<file path="src/rtl/call_scheduler.sv">
// Floor-call scheduler: debounces three call buttons, keeps a pending call per floor and
// hands one target floor at a time to the movement stage over a 4-phase handshake.
module call_scheduler #(
    parameter int DEBOUNCE_CYCLES = 500000
) (
    input  logic       clk_50,
    input  logic       rst_n,
    input  logic       button1,
    input  logic       button2,
    input  logic       button3,
    input  logic       floor1,
    input  logic       floor2,
    input  logic       floor3,
    input  logic       door,
    input  logic       sos_mode,
    input  logic       target_ack,
    output logic       led1,
    output logic       led2,
    output logic       led3,
    output logic       target_valid,
    output logic [1:0] target_floor,
    output logic       dir_up
);

    localparam int CW = $clog2(DEBOUNCE_CYCLES + 1);
    localparam logic [CW-1:0] CNT_LAST = CW'(DEBOUNCE_CYCLES - 1);

    typedef enum logic [1:0] {IDLE, SELECT, REQ, RELEASE} state_t;

    logic [8:0]    raw;
    logic [8:0]    sync1;
    logic [8:0]    sync2;
    logic [2:0]    btn_s;
    logic [2:0]    floor_s;
    logic          door_s;
    logic          sos_s;
    logic          ack_s;

    logic [CW-1:0] cnt [3];
    logic [2:0]    deb;
    logic [2:0]    deb_prev;
    logic [2:0]    at_floor;
    logic [2:0]    press;
    logic [2:0]    pending;
    logic [1:0]    last_floor;

    logic          up_found;
    logic          dn_found;
    logic [1:0]    up_floor;
    logic [1:0]    dn_floor;
    logic [1:0]    sel_floor;
    logic          sel_dir;

    state_t        state;
    state_t        next_state;

    assign raw     = {target_ack, sos_mode, door, floor3, floor2, floor1, button3, button2, button1};
    assign btn_s   = sync2[2:0];
    assign floor_s = sync2[5:3];
    assign door_s  = sync2[6];
    assign sos_s   = sync2[7];
    assign ack_s   = sync2[8];

    always_ff @(posedge clk_50 or negedge rst_n) begin
        if (!rst_n) begin
            sync1 <= '0;
            sync2 <= '0;
        end else begin
            sync1 <= raw;
            sync2 <= sync1;
        end
    end

    // A level change is accepted only after DEBOUNCE_CYCLES consecutive disagreeing cycles.
    always_ff @(posedge clk_50 or negedge rst_n) begin
        if (!rst_n) begin
            for (int i = 0; i < 3; i++) begin
                cnt[i] <= '0;
            end
            deb      <= '0;
            deb_prev <= '0;
        end else begin
            deb_prev <= deb;
            for (int i = 0; i < 3; i++) begin
                if (btn_s[i] == deb[i]) begin
                    cnt[i] <= '0;
                end else if (cnt[i] == CNT_LAST) begin
                    cnt[i] <= '0;
                    deb[i] <= btn_s[i];
                end else begin
                    cnt[i] <= cnt[i] + CW'(1);
                end
            end
        end
    end

    assign at_floor = floor_s & {3{door_s}};
    assign press    = deb & ~deb_prev & ~at_floor;

    always_ff @(posedge clk_50 or negedge rst_n) begin
        if (!rst_n) begin
            pending <= '0;
        end else if (sos_s) begin
            pending <= '0;
        end else begin
            pending <= (pending | press) & ~at_floor;
        end
    end

    always_ff @(posedge clk_50 or negedge rst_n) begin
        if (!rst_n) begin
            last_floor <= 2'd1;
        end else begin
            case (floor_s)
                3'b001:  last_floor <= 2'd1;
                3'b010:  last_floor <= 2'd2;
                3'b100:  last_floor <= 2'd3;
                default: last_floor <= last_floor;
            endcase
        end
    end

    // Nearest pending floor above and below the last known car position.
    always_comb begin
        up_found = 1'b0;
        up_floor = 2'd1;
        dn_found = 1'b0;
        dn_floor = 2'd1;
        case (last_floor)
            2'd1: begin
                if (pending[1]) begin
                    up_found = 1'b1;
                    up_floor = 2'd2;
                end else if (pending[2]) begin
                    up_found = 1'b1;
                    up_floor = 2'd3;
                end
            end
            2'd2: begin
                if (pending[2]) begin
                    up_found = 1'b1;
                    up_floor = 2'd3;
                end
                if (pending[0]) begin
                    dn_found = 1'b1;
                    dn_floor = 2'd1;
                end
            end
            default: begin
                if (pending[1]) begin
                    dn_found = 1'b1;
                    dn_floor = 2'd2;
                end else if (pending[0]) begin
                    dn_found = 1'b1;
                    dn_floor = 2'd1;
                end
            end
        endcase
    end

    always_comb begin
        sel_floor = last_floor;
        sel_dir   = dir_up;
        if (dir_up) begin
            if (up_found) begin
                sel_floor = up_floor;
            end else if (dn_found) begin
                sel_floor = dn_floor;
                sel_dir   = 1'b0;
            end
        end else begin
            if (dn_found) begin
                sel_floor = dn_floor;
            end else if (up_found) begin
                sel_floor = up_floor;
                sel_dir   = 1'b1;
            end
        end
    end

    always_ff @(posedge clk_50 or negedge rst_n) begin
        if (!rst_n) begin
            state <= IDLE;
        end else begin
            state <= next_state;
        end
    end

    // Emergency mode forces every state to RELEASE and holds it there until both it and ack drop.
    always_comb begin
        next_state   = state;
        target_valid = 1'b0;
        case (state)
            IDLE: begin
                if (sos_s) begin
                    next_state = RELEASE;
                end else if (|pending) begin
                    next_state = SELECT;
                end
            end
            SELECT: begin
                if (sos_s) begin
                    next_state = RELEASE;
                end else if (|pending) begin
                    next_state = REQ;
                end else begin
                    next_state = IDLE;
                end
            end
            REQ: begin
                target_valid = 1'b1;
                if (sos_s || ack_s) begin
                    next_state = RELEASE;
                end
            end
            RELEASE: begin
                if (!ack_s && !sos_s) begin
                    next_state = IDLE;
                end
            end
            default: next_state = IDLE;
        endcase
    end

    always_ff @(posedge clk_50 or negedge rst_n) begin
        if (!rst_n) begin
            target_floor <= 2'd1;
            dir_up       <= 1'b1;
        end else if (state == SELECT && next_state == REQ) begin
            target_floor <= sel_floor;
            dir_up       <= sel_dir;
        end
    end

    assign led1 = pending[0];
    assign led2 = pending[1];
    assign led3 = pending[2];

endmodule

</file>
<file path="config.mk">
export PLATFORM = sky130hd
export DESIGN_NAME = call_scheduler
export DESIGN_NICKNAME = d
export VERILOG_FILES = /design/src/rtl/call_scheduler.sv
export SDC_FILE = /design/constraint.sdc
export NUM_CORES = 1
export LEC_CHECK = 0
export ABC_AREA = 1
export CORE_MARGIN = 1
export CORE_UTILIZATION = 30
export CTS_CLUSTER_SIZE = 24
export DETAILED_ROUTE_END_ITERATION = 10
export GPL_TIMING_DRIVEN = 0
export MAX_ROUTING_LAYER = met4
export SETUP_SLACK_MARGIN = 0.05
export SLEW_MARGIN = 20
export SYNTH_ARGS = -nofsm -noshare
export SYNTH_HDL_FRONTEND = slang
export SYNTH_SLANG_ARGS = --single-unit
</file>
<file path="constraint.sdc">
create_clock -name clk_50 -period 2.1 [get_ports clk_50]
set_clock_uncertainty 0.15 [all_clocks]
set_input_delay 0.42 -clock clk_50 [delete_from_list [all_inputs] [get_ports clk_50]]
set_output_delay 0.42 -clock clk_50 [all_outputs]
set_load 0.05 [all_outputs]
</file>
==> results of run 1 <==
-- cells in the mapped netlist --
cell type / count
nand4_1: 9
o22ai_1: 1
nor2_2: 13
a31oi_1: 1
o21a_1: 3
dfstp_2: 3
clkbuf_2: 1
xnor2_1: 3
nor2_8: 1
o31a_1: 1
ha_1: 5
o211ai_1: 3
o21ai_0: 12
nor3b_1: 4
o21bai_1: 1
nand3_2: 2
nor2_4: 12
dfrtp_1: 88
o21ai_1: 1
inv_1: 63
nand3_1: 29
o21ai_2: 1
buf_2: 2
nand2_1: 129
nand2_4: 4
a211oi_1: 3
nor2_1: 126
xor2_1: 16
a21oi_1: 11
nand3b_1: 5
nor3_1: 12
o21bai_2: 1
nand2_2: 14
inv_2: 6
-- cells in the final DEF (no fill, tap or decap), types with 12 or more instances in the layout --
| master | netlist | routed |
|---|---|---|
| dfrtp_1 | 88 | 88 |
| inv_1 | 63 | 63 |
| nand2_1 | 129 | 129 |
| nand2_2 | 14 | 14 |
| nand3_1 | 29 | 29 |
| nor2_1 | 126 | 126 |
| nor2_2 | 13 | 13 |
| nor2_4 | 12 | 12 |
| nor3_1 | 12 | 12 |
| xor2_1 | 16 | 16 |
-- cells by family after synthesis --
family                   count (synthesis)
adder cells (fa/ha/maj)                  5
AO/OA/AOI/OAI                           39
XOR/XNOR                                19
flip-flops                              91
AND/OR/NAND/NOR                        360
buffers and inverters                   72
-- per-layer routing --
metal  part of all wire [%]  GRT usage (%)  vias to the layer above
met1                     50          16.39                     1605
met3                    3.5          3.853                       12
met5                      0              -                        -
met2                     45          19.88                       44
li1                       -              -                     1901
met4                    1.4          4.132                        0
-- worst max path at each step --
| stage | end | from | slack [ps] | cells after the start |
|---|---|---|---|---|
| 6_report | target_valid | state[1] | 130 | 3 |
| 5_1_grt | target_valid | state[1] | 70 | 3 |
| 4_1_cts | dir_up | dir_up | 60 | 1 |
| 3_5_place_dp | dir_up | dir_up | 160 | 1 |
| 3_3_place_gp | cnt[16] | rst_n | -2990 | 1 |
| 2_1_floorplan | target_floor[0] | last_floor[0] | 320 | 8 |
-- registers in the layout, indices dropped and copies added, names as in the netlist --
name and cells:
sync1 9, state 2, deb 3, deb_prev 3, last_floor 2, sync2 9
target_floor 2, dir_up 1, cnt 57, pending 3
-- repair_timing --
action,in CTS,in global routing
pin swaps,0,0
gates cloned,0,0
resized for setup,7,4
endpoints found under the setup margin,7,5
endpoints found under the hold margin,18,0
hold buffers,1,0
-- power breakdown --
part / total, mW / switching, mW / internal, mW
clock network: 1.63 / 0.670 / 0.959
registers: 1.89 / 0.0521 / 1.84
logic: 0.378 / 0.260 / 0.119
total: 3.89 / 0.982 / 2.91
-- final cells by class --
cell class                 instances  area (µm²)
buffer                             3       15.01
tap                              211       264.0
clock buffer                      11       242.7
clock inverter                     5       60.06
sequential                        91        2281
inverter                          69       259.0
fill                            1570        9798
multi-input combinational        423        2141
timing repair buffer              19       197.7
==> metrics, run 1 <==
Worst Path Max Fanout 4; setup violators final 0; Post-Synth XOR/XNOR Area under 10%; die area around 16000 µm²; Site Rows 45; Final Non-Filler Cells roughly 830; simple-gate area share of the yosys netlist 35.68%; antenna violations before repair 0; crit path buf inv count 2; Worst EP required 1530 ps; diodes inserted 0; grt total ovfl 0; slew margin rel. approximately two thirds; synth unique cells 34; WL final roughly 9.1 mm; Min Hold Slack 197.2 ps; Gate Count Post-Synth 586; total of max-cap violations 0; Slew @ Worst Pin 502.0 ps; post-route cell area 5460 µm²; Worst R2R Path Depth 8; Avg WL per Cell roughly 11 µm; clock transition at the registers of the reported paths about 60 ps; Hold Path Class reg2reg; Cells after DPL 815; Reg-to-Reg End target_floor[0]; Peak VDD IR 0.0004390 V; clk sinks 91; Die Width 127.1 µm; element type at the critical path end primary output; Lkg Pwr between 2 and 2.5 nW; RSZ-0062 raised after global routing false; Critical-path top delay cell clkdlybuf4s15_1; startpoint types flop; utilization after layout 35.79%; Max stage delay on crit path 500 ps; YS warnings 0; R2R Path Start last_floor[0]; CTS max path bufs 2; largest family of logic cells by synthesized area simple AND/OR/NAND/NOR gates; Hold Path Cell Cnt 0; Top delay family on crit path buffers and inverters; Tot GR Track Use 12.95%; Max Fclk between 0.5 and 0.6 GHz; Post-DP HPWL approximately 6.8 mm; postcts setup bufs 0; TritonCTS clock tree done; Pre-antenna DRT Iters 4; area of the core 15260 µm²; fin crit share between 90% and 100%; Synth Area in Adders 1.332%; Cell Area, Synth 4696 µm²; vias in the first global route 3458; Layout area overhead 16.28%; top-area cell type share of the netlist area 46.90%; status complete, no violations; Syn Area/Cell 8.013 µm²; nets ~630; Mapped Nets 602; initial DRC count about 200; DR vias between 3000 and 4000; Pwr Total 3.894 mW; Compound-Gate Fraction of Synth Area 5.036%; clock root cell clkbuf_16; setup slack, reg-to-reg 290 ps; max-slew violation count 0; Worst Slack Setup Final 132.6 ps; largest net degree at the start of global routing 71; pre-CTS setup slack ~160 ps; clock latency on the worst-skew pair 350 ps; IO Pins 18; PD cells 713.2 nW/µm²; first-pass GRT wire length 16.08 mm; WHS Endpoint sync2[0]; top post-synthesis cells by area dfrtp_1, nand2_1, nor2_1, inv_1, nand3_1; Routed Antenna Nets 0; Setup CP Type reg2out; Cell Area, Placed 5159 µm²; total CTS buffers 9; FF+latch count, synth 91; mux cell area share after synthesis 0%; gp weighted congestion 0.8425; Setup TNS 0 ps; I/O Buffers 17; htree depth 3; initial core utilization between 30% and 40%; minimum clock period 1967 ps; sequential area share after synthesis 48.57%; Remaining DRCs 0; fraction of layout cells with a size suffix above 1 between 10% and 20%; vias per inst approximately 4.3; hold path start sync1[0]; post-synth top area cell dfrtp_1; Fin. Hold Viols 0; die span in y 127.1 µm; Worst Path Arrival 1400 ps; worst-path cell chain inv_1 > nor2_1 > clkdlybuf4s15_1
Note: power is estimated with default switching activity, not from simulation.
==> run 2, diff against run 1 <==
- CORE_UTILIZATION: 30 -> 50
- PLACE_DENSITY: not set -> 0.67
==> metrics, run 2 (synthesized netlist as in run 1, its figures left out) <==
status complete, no violations; Worst Path Max Fanout 2 (-2); Peak VDD IR 0.0004156 V (-5.3%); WL final 8.824 mm (-2.6%); vias per inst 4.997 (+17%); Critical Path Source target_floor[0]; Crit. path cell count 1 (-2); clock root cell clkbuf_8; element type at the critical path end primary output; Slew @ Worst Pin 485.2 ps (-16.85 ps); fin crit share 94.52% (+0.83 points); IO Pins 18 (unchanged); clock latency on the worst-skew pair 360 ps (about the same); Final Non-Filler Cells 728 (-13%); die area 9783 µm² (-39%); clk sinks 91 (unchanged); minimum clock period 1985 ps (+17.45 ps); die span in y 98.91 µm (-22%); setup violators final 0 (unchanged); Lkg Pwr 2.326 nW (-2.2%); postcts setup bufs 0 (unchanged); max-slew violation count 0 (unchanged); Pre-antenna DRT Iters 5 (+1); area of the core 8891 µm² (-42%); total CTS buffers 9 (unchanged); worst-path cell chain dlygate4sd2_1; Worst R2R Path Depth 8 (unchanged); slew margin rel. 67.78% (+1.1 points); Remaining DRCs 0 (unchanged); Worst Path Arrival 1410 ps (about the same); CTS max path bufs 2 (unchanged); largest net degree at the start of global routing 48 (-32%); Die Width 98.91 µm (-22%); DR vias 3638 (+2.1%); clock transition at the registers of the reported paths 90 ps (+30 ps); setup slack, reg-to-reg 220 ps (-70 ps); htree depth 3 (unchanged); Routed Antenna Nets 0 (unchanged); Cells after DPL 712 (-13%); diodes inserted 0 (unchanged); first-pass GRT wire length 15.60 mm (-3.0%); Min Hold Slack 202.0 ps (+4.847 ps); Critical-path top delay cell dfstp_2; Worst Slack Setup Final 115.1 ps (-17.45 ps); initial DRC count 97 (-53%); CP endpoint target_floor[0]; antenna violations before repair 0 (unchanged); total of max-cap violations 0 (unchanged); Site Rows 34 (-24%); Avg WL per Cell 12.12 µm (+11%); startpoint types flop; RSZ-0062 raised after global routing true; most common cell after layout, fill and taps aside nand2_1; Pwr Total 3.409 mW (-12%); initial core utilization 52.81% (+22 points); TritonCTS clock tree done; R2R Path Start last_floor[0]; Reg-to-Reg End target_floor[0]; Biggest register cnt; fraction of layout cells with a size suffix above 1 12.42% (-0.14 points); Max stage delay on crit path 540 ps (+40 ps); PD cells 654.7 nW/µm² (-8.2%); Top Registers cnt: 57 flops, sync1: 9 flops, sync2: 9 flops; Worst EP required 1530 ps (about the same); grt total ovfl 0 (unchanged); crit path buf inv count 1 (-1); max reg flops 57 (unchanged); pre-CTS setup slack 91.40 ps (-73.22 ps); Post-DP HPWL 6.531 mm (-3.9%); Setup CP Type reg2out; gp weighted congestion 0.9132 (+8.4%); Max Fclk 0.5038 GHz (-0.88%); vias in the first global route 3604 (+4.2%); Setup TNS 0 ps (unchanged); Tot GR Track Use 20.79% (+7.8 points); most frequent cells in the layout nand2_1, nor2_1, dfrtp_1; Hold Path Class reg2reg; Top delay family on crit path flip-flops; I/O Buffers 17 (unchanged); Fin. Hold Viols 0 (unchanged); Layout area overhead 10.90%; nets 632 (unchanged)
[run 2: power by group]
part           internal [mW]  switching [mW]
Clock                  0.547           0.601
Combinational          0.116           0.262
Sequential              1.83          0.0503
[run 2: layout make-up]
type	instances	area, µm²
plain buffers	3	15.01
inverters	69	259.0
clock inverters	4	52.55
well taps	108	135.1
fillers	826	3684
clock buffers	11	131.4
multi-input cells	423	2141
flip-flops and latches	91	2281
repair buffers	19	192.7
[run 2: worst min-delay path by stage]
stage / from / endpoint / slack, ps / depth (start not counted)
6_report: sync1[7] / sync2[7] / 200 / 0
2_1_floorplan: rst_n / cnt[0] / -30 / 0
4_1_cts: sync1[7] / sync2[7] / 210 / 0
5_1_grt: sync1[2] / sync2[2] / 210 / 0
3_3_place_gp: sync1[2] / sync2[2] / 180 / 0
3_5_place_dp: sync1[7] / sync2[7] / 180 / 0
[run 2: metrics by stage]
step | instance area [µm²] | utilization (%)
2_1_floorplan | 4696 | -
3_3_place_gp | 5001 | 56.25
3_5_place_dp | 5030 | 56.57
4_1_cts | 5215 | 58.65
5_1_grt | 5207 | 58.57
6_report | 5207 | 58.57
[run 2: what timing repair did]
item / 4_1_cts / 5_1_grt
hold buffers: 1 / 0
hold endpoints to repair: 44 / 0
gates cloned: 0 / 0
setup endpoints to repair: 7 / 5
gates resized for setup: 7 / 5
[run 2: per-layer routing]
layer	global-route usage, %	part of all wire (%)
met1	25.32	48
met2	34.70	48
met3	4.255	2.9
met4	6.774	1.3
met5	-	0
==> run 3, diff against run 2 <==
- CORE_UTILIZATION: 50 -> 46
- PLACE_DENSITY: 0.67 -> 0.63
- REMOVE_ABC_BUFFERS: not set -> 1
==> metrics, run 3 (synthesized netlist as in run 1, its figures left out) <==
status complete, no violations; Logic pwr share 10.7% (-0.4 points); Routed Antenna Nets 0 (unchanged); Critical-path top delay cell dfstp_2; Cell Area, Placed 5046 µm² (+0.32%); Critical Path Source target_floor[0]; max reg flops 57 (unchanged); GRT Max-Usage Layer met2; RSZ-0062 raised after global routing false; largest net degree at the start of global routing 50 (+4.2%); fraction of layout cells with a size suffix above 1 12.46% (+0.040 points); crit path buf inv count 1 (unchanged); Multi-input gate area 2141 µm² (unchanged); Pre-antenna DRT Iters 4 (-1); WL final 8.877 mm (+0.60%); Setup TNS 0 ps (unchanged); hold path start sync1[0]; Post-DP HPWL 6.566 mm (+0.53%); GR Util met2 30.05% (-4.6 points); Worst Path Max Fanout 2 (unchanged); Peak VDD IR 0.0003676 V (-12%); Top Registers cnt: 57 flops, sync1: 9 flops, sync2: 9 flops; clock latency on the worst-skew pair 360 ps (about the same); most common cell after layout, fill and taps aside nand2_1; gp weighted congestion 0.9888 (+8.3%); utilization after layout 53.40% (-5.2 points); Site Rows 36 (+5.9%); Avg WL per Cell 11.82 µm (-2.5%); startpoint types flop; R2R Path Start deb[0]; I/O Buffers 17 (unchanged); Top delay family on crit path flip-flops; Reg power frac 54.1% (-1.1 points); total CTS buffers 9 (unchanged); initial core utilization 47.82% (-5.0 points); Int Pwr 2.513 mW (+0.71%); Worst Path Arrival 1420 ps (about the same); diodes inserted 0 (unchanged); most frequent cells in the layout nand2_1, nor2_1, dfrtp_1; first-pass GRT wire length 15.19 mm (-2.7%); Max Fclk 0.5015 GHz (-0.45%); Fin. Hold Viols 0 (unchanged); CTS max path bufs 2 (unchanged); clock root cell clkbuf_8; Worst EP required 1530 ps (about the same); slew margin rel. 35.77% (-32 points); vias in the first global route 3373 (-6.4%); total of max-cap violations 0 (unchanged); # fillers 968 (+17%); grt total ovfl 0 (unchanged); Remaining DRCs 0 (unchanged); fin crit share 94.95% (+0.43 points); pre-CTS setup slack 105.6 ps (+14.25 ps); Clk pwr share 35.2% (+1.5 points); initial DRC count 149 (+54%); post-route cell area 5244 µm² (+0.70%); die span in y 103.0 µm (+4.2%); met1 Usage GRT 24.84% (-0.48 points); DR vias 3611 (-0.74%); Slew @ Worst Pin 956.6 ps (+471.4 ps); Setup CP Type reg2out; switching portion of total power 27.86% (+1.1 points); antenna violations before repair 0 (unchanged); die area 10620 µm² (+8.5%); Lkg Pwr 2.316 nW (-0.42%); Tot GR Track Use 18.94% (-1.8 points); area of the core 9819 µm² (+10%); Seq. cell area 2281 µm² (unchanged); IO Pins 18 (unchanged); htree depth 3 (unchanged); Worst Slack Setup Final 106.1 ps (-9.018 ps); setup violators final 0 (unchanged); NetSw 970.5 µW (+6.2%); Max stage delay on crit path 540 ps (about the same); clock transition at the registers of the reported paths 100 ps (about the same); clk sinks 91 (unchanged); Hold Path Class reg2reg; vias per inst 4.808 (-3.8%); nets 629 (-0.47%); postcts setup bufs 0 (unchanged); element type at the critical path end primary output; Layout area overhead 11.67%; worst-path cell chain dlygate4sd2_1; Biggest register cnt; Min Hold Slack 204.8 ps (+2.785 ps); TritonCTS clock tree done; M3 GR Usage 4.271% (+0.016 points); max-slew violation count 0 (unchanged); minimum clock period 1994 ps (+9.018 ps); PD cells 664.4 nW/µm² (+1.5%); Die Width 103.0 µm (+4.2%)
-- run 3: area by class of cell --
type                       count  share of cell area [%]
tap                          133                   3.173
inverter                      69                   4.939
timing repair buffer          19                   3.675
multi-input combinational    423                   40.83
clock inverter                 7                   1.527
clock buffer                   9                   2.362
sequential                    91                   43.50
-- run 3: path summary, 6_finish.rpt --
kind                       cells past startpoint  slack (ps)               to
max                                            1         110  target_floor[0]
min                                            0         200         sync2[0]
max reg2reg                                    3         180          cnt[38]
min reg2reg                                    0         200         sync2[0]
max in group asynchronous                      3         780           dir_up
min in group asynchronous                      2         390          cnt[31]
-- run 3: through the flow --
stage               instances  power (mW)
floorplan                 583       2.160
finish                    751       3.484
detailed placement        734       2.317
CTS                       751       3.553
global placement          733       2.300
global route              751       3.672
-- run 3: power by group through the flow --
stage | sequential [mW] | combinational [mW] | clock, mW
6_report | 1.88 | 0.373 | 1.23
4_1_cts | 1.88 | 0.381 | 1.29
5_1_grt | 1.90 | 0.421 | 1.36
2_1_floorplan | 1.98 | 0.182 | 0
3_3_place_gp | 1.92 | 0.383 | 0
3_5_place_dp | 1.92 | 0.397 | 0
-- run 3: worst register-to-register path: cells and delay by family, from the launching register on --
kind | cells | cell delay, ps
XOR/XNOR | 1 | 770
flip-flops | 1 | 440
AO/OA/AOI/OAI | 1 | 350
AND/OR/NAND/NOR | 1 | 90
-- run 3: layer usage --
metal	up-vias	routed length (µm)	part of all wire, %
met4	0	48	0.54
met2	41	4174	47
met1	1679	4425	50
met5	-	0	0
li1	1887	-	-
met3	4	229	2.6
-- run 3: timing repair --
action / in CTS / in global routing
gates resized for setup: 8 / 4
hold endpoints to repair: 42 / 0
endpoints found under the setup margin: 7 / 5
cloned: 0 / 0
hold buffers: 1 / 0
